### config.mk
export PLATFORM = sky130hd
export DESIGN_NAME = mf_disp_cmd_regfile
export DESIGN_NICKNAME = d
export VERILOG_FILES = /design/src/rtl/mf_disp_cmd_regfile.sv
export SDC_FILE = /design/constraint.sdc
export NUM_CORES = 1
export LEC_CHECK = 0
export CORE_UTILIZATION = 40
export CTS_BUF_LIST = sky130_fd_sc_hd__clkbuf_8
export DETAILED_ROUTE_END_ITERATION = 7
export PLACE_DENSITY_LB_ADDON = 0.25
export SETUP_SLACK_MARGIN = 0.05
export SLEW_MARGIN = 20
export SYNTH_ARGS = -nofsm -noshare
export SYNTH_HDL_FRONTEND = slang
export SYNTH_SLANG_ARGS = --single-unit
export TNS_END_PERCENT = 20
### constraint.sdc
create_clock -name sys_clk -period 2.4 [get_ports sys_clk]
set_clock_uncertainty 0.05 [all_clocks]
set_input_delay 0.72 -clock sys_clk [delete_from_list [all_inputs] [get_ports sys_clk]]
set_output_delay 0.72 -clock sys_clk [all_outputs]
set_load 0.02 [all_outputs]
### src/rtl/mf_disp_cmd_regfile.sv
// Command/status register file for the display interface: decodes the command bus into
// a double-buffered CTL0, CTL1 pulse strobes, W1C status, IRQ and a frame counter.
module mf_disp_cmd_regfile #(
    parameter int ADDR_W    = 8,
    parameter int DATA_W    = 32,
    parameter int NUM_REGS  = 8,
    parameter int FRM_CNT_W = 16
) (
    input  logic              sys_clk,
    input  logic              resetn,
    input  logic              cmd_wr_vld,
    input  logic [ADDR_W-1:0] cmd_wr_addr,
    input  logic [DATA_W-1:0] cmd_wr_data,
    input  logic              cmd_rd_vld,
    input  logic [ADDR_W-1:0] cmd_rd_addr,
    output logic              cmd_rd_ack,
    output logic [DATA_W-1:0] cmd_rd_data,
    input  logic              evt_frame_start,
    input  logic              evt_frame_done,
    input  logic              evt_underflow,
    output logic              cmd_intf_enabled,
    output logic              cmd_intf_pix_dm,
    output logic              cmd_intf_tm,
    output logic              cmd_intf_frame_switch,
    output logic              cmd_intf_frame_restrt,
    output logic              cmd_irq
);

    localparam int IDX_W = ADDR_W - 2;
    localparam logic [IDX_W-1:0] IDX_CTL0    = IDX_W'(0);
    localparam logic [IDX_W-1:0] IDX_CTL1    = IDX_W'(1);
    localparam logic [IDX_W-1:0] IDX_STAT    = IDX_W'(2);
    localparam logic [IDX_W-1:0] IDX_IRQ_EN  = IDX_W'(3);
    localparam logic [IDX_W-1:0] IDX_FRM_CNT = IDX_W'(4);
    localparam logic [IDX_W-1:0] IDX_SCRATCH = IDX_W'(5);

    typedef struct packed {
        logic underflow;
        logic frame_done;
    } stat_t;

    // ---------------- address decode ----------------
    logic [IDX_W-1:0] wr_idx, rd_idx;
    logic             wr_map, rd_map;
    logic             wr_ctl0, wr_ctl1, wr_stat, wr_irq_en, wr_scratch;

    assign wr_idx = cmd_wr_addr[ADDR_W-1:2];
    assign rd_idx = cmd_rd_addr[ADDR_W-1:2];
    assign wr_map = cmd_wr_vld && (cmd_wr_addr[1:0] == 2'b00) && (32'(wr_idx) < 32'(NUM_REGS));
    assign rd_map = (cmd_rd_addr[1:0] == 2'b00) && (32'(rd_idx) < 32'(NUM_REGS));

    assign wr_ctl0    = wr_map && (wr_idx == IDX_CTL0);
    assign wr_ctl1    = wr_map && (wr_idx == IDX_CTL1);
    assign wr_stat    = wr_map && (wr_idx == IDX_STAT);
    assign wr_irq_en  = wr_map && (wr_idx == IDX_IRQ_EN);
    assign wr_scratch = wr_map && (wr_idx == IDX_SCRATCH);

    // ---------------- state ----------------
    logic [2:0]           ctl0_shadow_q, ctl0_shadow_d;
    logic [2:0]           ctl0_active_q, ctl0_active_d;
    logic                 ctl0_pend_q, ctl0_pend_d;
    logic                 frame_switch_q, frame_switch_d;
    logic                 frame_restrt_q, frame_restrt_d;
    stat_t                stat_q, stat_d;
    logic [1:0]           irq_en_q, irq_en_d;
    logic [FRM_CNT_W-1:0] frame_cnt_q, frame_cnt_d;
    logic [DATA_W-1:0]    scratch_q, scratch_d;
    logic                 irq_q, irq_d;
    logic                 rd_ack_q, rd_ack_d;
    logic [DATA_W-1:0]    rd_data_q, rd_data_d;
    logic [DATA_W-1:0]    rd_val;

    always_comb begin
        ctl0_shadow_d = ctl0_shadow_q;
        ctl0_active_d = ctl0_active_q;
        ctl0_pend_d   = ctl0_pend_q;
        if (wr_ctl0) begin
            ctl0_shadow_d = cmd_wr_data[2:0];
            // Disabled interface, or a write landing on the frame boundary, commits at once.
            if (!ctl0_active_q[0] || evt_frame_start) begin
                ctl0_active_d = cmd_wr_data[2:0];
                ctl0_pend_d   = 1'b0;
            end else begin
                ctl0_pend_d   = 1'b1;
            end
        end else if (evt_frame_start && ctl0_pend_q) begin
            ctl0_active_d = ctl0_shadow_q;
            ctl0_pend_d   = 1'b0;
        end
    end

    always_comb begin
        frame_switch_d = wr_ctl1 && cmd_wr_data[0];
        frame_restrt_d = wr_ctl1 && cmd_wr_data[1];

        // Event set takes priority over a simultaneous W1C clear.
        stat_d.frame_done = evt_frame_done ||
                            (stat_q.frame_done && !(wr_stat && cmd_wr_data[0]));
        stat_d.underflow  = evt_underflow ||
                            (stat_q.underflow && !(wr_stat && cmd_wr_data[1]));

        irq_en_d    = wr_irq_en ? cmd_wr_data[1:0] : irq_en_q;
        scratch_d   = wr_scratch ? cmd_wr_data : scratch_q;
        frame_cnt_d = evt_frame_done ? frame_cnt_q + FRM_CNT_W'(1) : frame_cnt_q;
        irq_d       = |({stat_q.underflow, stat_q.frame_done} & irq_en_q);
    end

    // Read mux sees current register values, so a same-cycle write returns pre-write data.
    always_comb begin
        rd_val = '0;
        if (rd_map) begin
            case (rd_idx)
                IDX_CTL0:    rd_val = DATA_W'(ctl0_shadow_q);
                IDX_STAT:    rd_val = DATA_W'({ctl0_pend_q, stat_q.underflow, stat_q.frame_done});
                IDX_IRQ_EN:  rd_val = DATA_W'(irq_en_q);
                IDX_FRM_CNT: rd_val = DATA_W'(frame_cnt_q);
                IDX_SCRATCH: rd_val = scratch_q;
                default:     rd_val = '0;
            endcase
        end
    end

    always_comb begin
        rd_ack_d  = cmd_rd_vld;
        rd_data_d = cmd_rd_vld ? rd_val : rd_data_q;
    end

    always_ff @(posedge sys_clk or negedge resetn) begin
        if (!resetn) begin
            ctl0_shadow_q  <= '0;
            ctl0_active_q  <= '0;
            ctl0_pend_q    <= 1'b0;
            frame_switch_q <= 1'b0;
            frame_restrt_q <= 1'b0;
            stat_q         <= '0;
            irq_en_q       <= '0;
            frame_cnt_q    <= '0;
            scratch_q      <= '0;
            irq_q          <= 1'b0;
            rd_ack_q       <= 1'b0;
            rd_data_q      <= '0;
        end else begin
            ctl0_shadow_q  <= ctl0_shadow_d;
            ctl0_active_q  <= ctl0_active_d;
            ctl0_pend_q    <= ctl0_pend_d;
            frame_switch_q <= frame_switch_d;
            frame_restrt_q <= frame_restrt_d;
            stat_q         <= stat_d;
            irq_en_q       <= irq_en_d;
            frame_cnt_q    <= frame_cnt_d;
            scratch_q      <= scratch_d;
            irq_q          <= irq_d;
            rd_ack_q       <= rd_ack_d;
            rd_data_q      <= rd_data_d;
        end
    end

    assign cmd_intf_enabled      = ctl0_active_q[0];
    assign cmd_intf_pix_dm       = ctl0_active_q[1];
    assign cmd_intf_tm           = ctl0_active_q[2];
    assign cmd_intf_frame_switch = frame_switch_q;
    assign cmd_intf_frame_restrt = frame_restrt_q;
    assign cmd_irq               = irq_q;
    assign cmd_rd_ack            = rd_ack_q;
    assign cmd_rd_data           = rd_data_q;

endmodule

==> flow_summary.ini, run 1 <==
[grt]
grt_pass1_vias = 2855
grt_use_total = 0.184
grt.met1_usage = 0.235
grt_pass1_wl_um = 14200
grt_overflow = 0
grtUsageMet3 = 0.0347
grt_antenna_before_repair = 0
busiest_layer = met2
grt_max_degree = 35
grt.met2_usage = 0.313

[setup_path]
path_class = in -> reg
r2r-end = frame_cnt_q[15]
path_max_fanout = 5
worstSetupEndpointType = flip-flop
arrival_ps = 2570
startpoint_type = input port
r2r-start = frame_cnt_q[4]
reg2reg_depth = 4
critPathRequiredTime_ps = 2630
rrSetupSlack_ps = 880

[layout]
diodes = 0
fill_cells = 833
areaGrowthSynthToFinish_pct = 37.1
instances_no_fill = 532
nNetsFinal = 454
post-route-util = 0.572
drive_above_1_share = 0.206

[synthesis]
yosysWarnings = 0
synthDistinctLibCells = 42
ys.flop_type = dfrtp_1
syn_area_per_cell_um2 = 13.6
synthArstFlopShare = 1.00
synth-edff-count = 0
netlist_area_um2 = 3910
synth.most_common_cell = dfrtp_1
syn_nets = 343
syn_inst = 287
ys_ff_latch = 95
yosys.area.top_type = dfrtp_1
ys_top_cells_by_area = dfrtp_1 61%, mux2_2 11%, a22o_1 3.8%
synthTopCellsByCount = 95 x dfrtp_1, 38 x mux2_2, 17 x a22o_1, 17 x a22oi_1, 14 x o2bb2ai_1
yosysTopAreaCellShare = 0.608
synth_seq_area_share = 0.608

[sta]
tightestPinTransition_ps = 397
rsz0062_at_grt = yes
fin_setup_tns_ps = 0
setup_violations = 0
slew_viol_final = 0
fin_crit_sh = 0.975
slew_headroom = 0.735
timing.fmax_mhz = 428
finalCriticalPeriod_ps = 2340
hold_violations = 0
fin_hold_ws_ps = 229

[detailed_routing]
via_per_inst = 5.13
ant_nets = 0
vias = 2729
drt_iter0_markers = 58
first_pass_iters = 4
drc = 0
wirelength_um = 8590
wire_per_inst_um = 16.1

[floorplan]
die_area_um2 = 10200
initial_utilization = 0.417
die_w_um = 101
core_um2 = 9370
core.rowCount = 35
num_io_pins = 94
die_h_um = 101

[clock_tree]
clk_pin_slew_worst_paths_ps = 110
h-tree-depth = 3
cts_buffers = 9
clockRootBuffer = clkbuf_8
holdBufCountCts = 0
cts_max_path_buffers = 2
clk_latency_ps = 360
cts_tree = built
cts_sinks = 95

[placement]
gp_congestion = 0.766
place_inst = 516
port_buffers = 93
place_hpwl_um = 6180

[outcome]
status = finished, final reports clean

[min_path]
worstHoldPathType = in -> async

[run]
max_cap_viol_count = 0

[power_and_ir_drop]
max-vdd-ir-drop_uv = 321
p_leak_nw = 2.39
power_density_nw_per_um2 = 608
finalPower_mw = 3.26
[cells by family (layout without fill, tap and decap cells)]
logic type | after synthesis | count (layout) | share of synthesized area
AOI/OAI and AO/OA | 60 | 60 | 0.128
xor gates and xnor gates | 15 | 15 | 0.0336
adders and majority gates | 1 | 1 | 0.00320
buffers and inverters | 21 | 137 | 0.0259
DFF | 95 | 95 | 0.608
muxes | 41 | 41 | 0.117
and+or+nand+nor | 54 | 54 | 0.0844
[worst max path at each step]
stage                           end      startpoint  depth (start not counted)  slack, ps
floorplan           cmd_rd_data[10]  cmd_rd_addr[5]                          5        130
global placement    cmd_rd_data[13]  cmd_rd_addr[5]                          5       -280
detailed placement  cmd_rd_data[10]  cmd_rd_addr[5]                          5       -330
CTS                 cmd_rd_data[10]  cmd_rd_addr[5]                          5         70
global route         cmd_rd_data[4]  cmd_rd_addr[5]                          5         40
finish               cmd_rd_data[1]  cmd_rd_addr[5]                          5         60
[layout make-up]
type / instances / area (um^2) / share of cell area
Clock buffer: 9 / 124 / 0.0231
Clock inverter: 7 / 97.6 / 0.0182
Inverter: 7 / 26.3 / 0.00490
Multi-Input combinational cell: 171 / 1440 / 0.269
Sequential cell: 95 / 2380 / 0.443
Tap cell: 129 / 161 / 0.0301
Timing Repair Buffer: 114 / 1140 / 0.212
[metal layers]
layer | wire (um) | part of all wire
met5 | 0 | 0
met4 | 104 | 0.012
met2 | 4300 | 0.50
met3 | 409 | 0.048
met1 | 3770 | 0.44
[worst max-delay path, stage by stage]
cell and delay [ps]:
clkdlybuf4s50_1 420, or3_4 400, or4_4 460, or4_4 490
o221ai_1 80
[through the flow]
step / worst slack (ps) / cell area, um^2
final: 60.9 / 5370
after global routing: 37.2 / 5370
after CTS: 67.9 / 5360
after detailed placement: -331 / 5130
after global placement: -283 / 5130
after floorplan: 132 / 3910
[power by group]
group	switching [mW]	total (mW)	internal (mW)
clock network	0.623	1.14	0.518
registers	0.100	1.79	1.69
logic	0.136	0.329	0.193
total	0.859	3.26	2.40
[cell usage in the layout, fill, tap and decap left out, drive strengths merged, types with 6 or more instances in the layout]
master | synthesis | routed
dfrtp | 95 | 95
clkdlybuf4s50 | 0 | 92
mux2 | 39 | 39
buf | 6 | 22
a22o | 17 | 17
a22oi | 17 | 17
o2bb2ai | 14 | 14
inv | 7 | 11
xnor2 | 10 | 10
clkbuf | 8 | 9
nand3 | 8 | 8
nand2 | 7 | 7
nand4 | 6 | 6
[flip-flops by register name, summed over array words and instances (netlist names)]
signal and count:
cmd_intf_frame_restrt 1, cmd_intf_frame_switch 1, cmd_irq 1, cmd_rd_ack 1, cmd_rd_data 32, ctl0_active_q 3, ctl0_pend_q 1, ctl0_shadow_q 3
frame_cnt_q 16, irq_en_q 2, scratch_q 32, stat_q 2
[repair_timing]
action                                 4_1_cts  5_1_grt
setup buffers                                0        0
endpoints found under the hold margin        0        0
setup endpoints to repair                    0       34
resized for setup                            0        2
Power figures use the tool's default switching activity.
==> run 2, diff against run 1 <==
--- a/config.mk
+++ b/config.mk
@@ -5,11 +5,11 @@
 export SDC_FILE = /design/constraint.sdc
 export NUM_CORES = 1
 export LEC_CHECK = 0
-export CORE_UTILIZATION = 40
+export CORE_UTILIZATION = 38
 export CTS_BUF_LIST = sky130_fd_sc_hd__clkbuf_8
 export DETAILED_ROUTE_END_ITERATION = 7
 export PLACE_DENSITY_LB_ADDON = 0.25
-export SETUP_SLACK_MARGIN = 0.05
+export SETUP_SLACK_MARGIN = 0.2
 export SLEW_MARGIN = 20
 export SYNTH_ARGS = -nofsm -noshare
 export SYNTH_HDL_FRONTEND = slang
==> run 2 against run 1 <==
Against the previous run: register-to-register slack is essentially flat; maximum frequency rose by 7.8%; highest routed layer unchanged; worst setup slack improved by 170 ps.
==> flow_summary.ini, run 2 (synthesized netlist as in run 1, its figures left out) <==
[power_and_ir_drop]
p_leak_nw = 2.49
finalPower_mw = 3.38
max-vdd-ir-drop_uv = 283
power_density_nw_per_um2 = 610

[floorplan]
die_h_um = 103
die_w_um = 103
core_um2 = 9860
num_io_pins = 94
core.rowCount = 36
initial_utilization = 0.397
die_area_um2 = 10700

[sta]
timing.fmax_mhz = 461
fin_crit_sh = 0.904
hold_violations = 0
slew_headroom = 0.684
finalCriticalPeriod_ps = 2170
rsz0062_at_grt = yes
tightestPinTransition_ps = 474
slew_viol_final = 0
setup_violations = 0

[layout]
diodes = 0
final_common_cell = dfrtp_1
areaGrowthSynthToFinish_pct = 41.6
regArea_um2 = 2380
layout_common_cells = 95 x dfrtp_1, 84 x clkdlybuf4s50_1, 37 x mux2_2
multiInputGateArea_um2 = 1490
post-route-util = 0.562
drive_above_1_share = 0.235
nNetsFinal = 457
fill_cells = 841

[run]
max_cap_viol_count = 0

[grt]
grt_overflow = 0
grt_pass1_wl_um = 14400
grt_max_degree = 38
grt_antenna_before_repair = 0
grt_pass1_vias = 2840
grt_use_total = 0.183

[clock_tree]
clk_pin_slew_worst_paths_ps = 100
h-tree-depth = 3
cts_sinks = 95
clk_latency_ps = 360
holdBufCountCts = 0
cts_tree = built
cts_max_path_buffers = 2
cts_buffers = 9
clockRootBuffer = clkbuf_8

[setup_path]
startpoint_type = input port
critPathRequiredTime_ps = 2640
path_max_fanout = 5
worstSetupEndpointType = flip-flop
path_class = in -> reg
arrival_ps = 2410

[detailed_routing]
drt_iter0_markers = 80
wirelength_um = 8990
wire_per_inst_um = 16.7
via_per_inst = 5.20
vias = 2799
drc = 0
first_pass_iters = 4
ant_nets = 0

[outcome]
status = finished, final reports clean

[placement]
port_buffers = 93
place_hpwl_um = 6110
gp_congestion = 0.773

[min_path]
worstHoldPathType = in -> async
-- run 2: per-layer routing --
metal,vias up,GRT usage,share of wire
li1,1301,-,-
met1,1404,0.244,0.46
met2,82,0.290,0.47
met3,12,0.0484,0.051
met4,0,0.0639,0.016
met5,-,0,0
-- run 2: cell type report --
cell class                 instances  area share
clock buffer                       9      0.0224
clock inverter                     6      0.0210
inverter                           7     0.00474
multi-input combinational        171       0.269
sequential                        95       0.429
tap                              133      0.0300
timing repair buffer             117       0.224
-- run 2: critical path, stage by stage --
cell and delay, ps:
clkdlybuf4s15_1 180, or3_4 370, or4_4 530, or4_4 530, o221ai_2 70
-- run 2: final timing paths --
check,startpoint,cells past startpoint,end,slack (ps)
max,cmd_rd_addr[7],5,cmd_rd_data[1],230
min,resetn,1,scratch_q[7],260
max reg2reg,frame_cnt_q[4],4,frame_cnt_q[15],870
min reg2reg,frame_cnt_q[15],1,frame_cnt_q[15],430
max in group asynchronous,resetn,2,cmd_rd_data[27],1480
min in group sys_clk,frame_cnt_q[15],1,frame_cnt_q[15],430
-- run 2: timing repair --
item                                    in CTS  in global routing
pin swaps                                    7                  4
gates resized for setup                     27                  8
endpoints found under the setup margin      64                 35
buffers inserted                             1                  0
cloned                                       2                  1
-- run 2: power by group --
| part | internal (mW) | switching [mW] | leakage (nW) |
|---|---|---|---|
| combinational | 0.192 | 0.138 | 1.08 |
| sequential | 1.69 | 0.0932 | 1.28 |
| clock | 0.696 | 0.569 | 0.120 |
-- run 2: metrics by stage --
stage	cell area, um^2	setup TNS (ps)	setup slack, ps	std cells	hold slack [ps]
floorplan	3930	0	176	287	374
global route	5540	0	193	538	278
finish	5540	0	229	538	258
detailed placement	5160	-17760	-322	519	420
global placement	5160	-15460	-277	519	415
CTS	5510	0	204	537	263
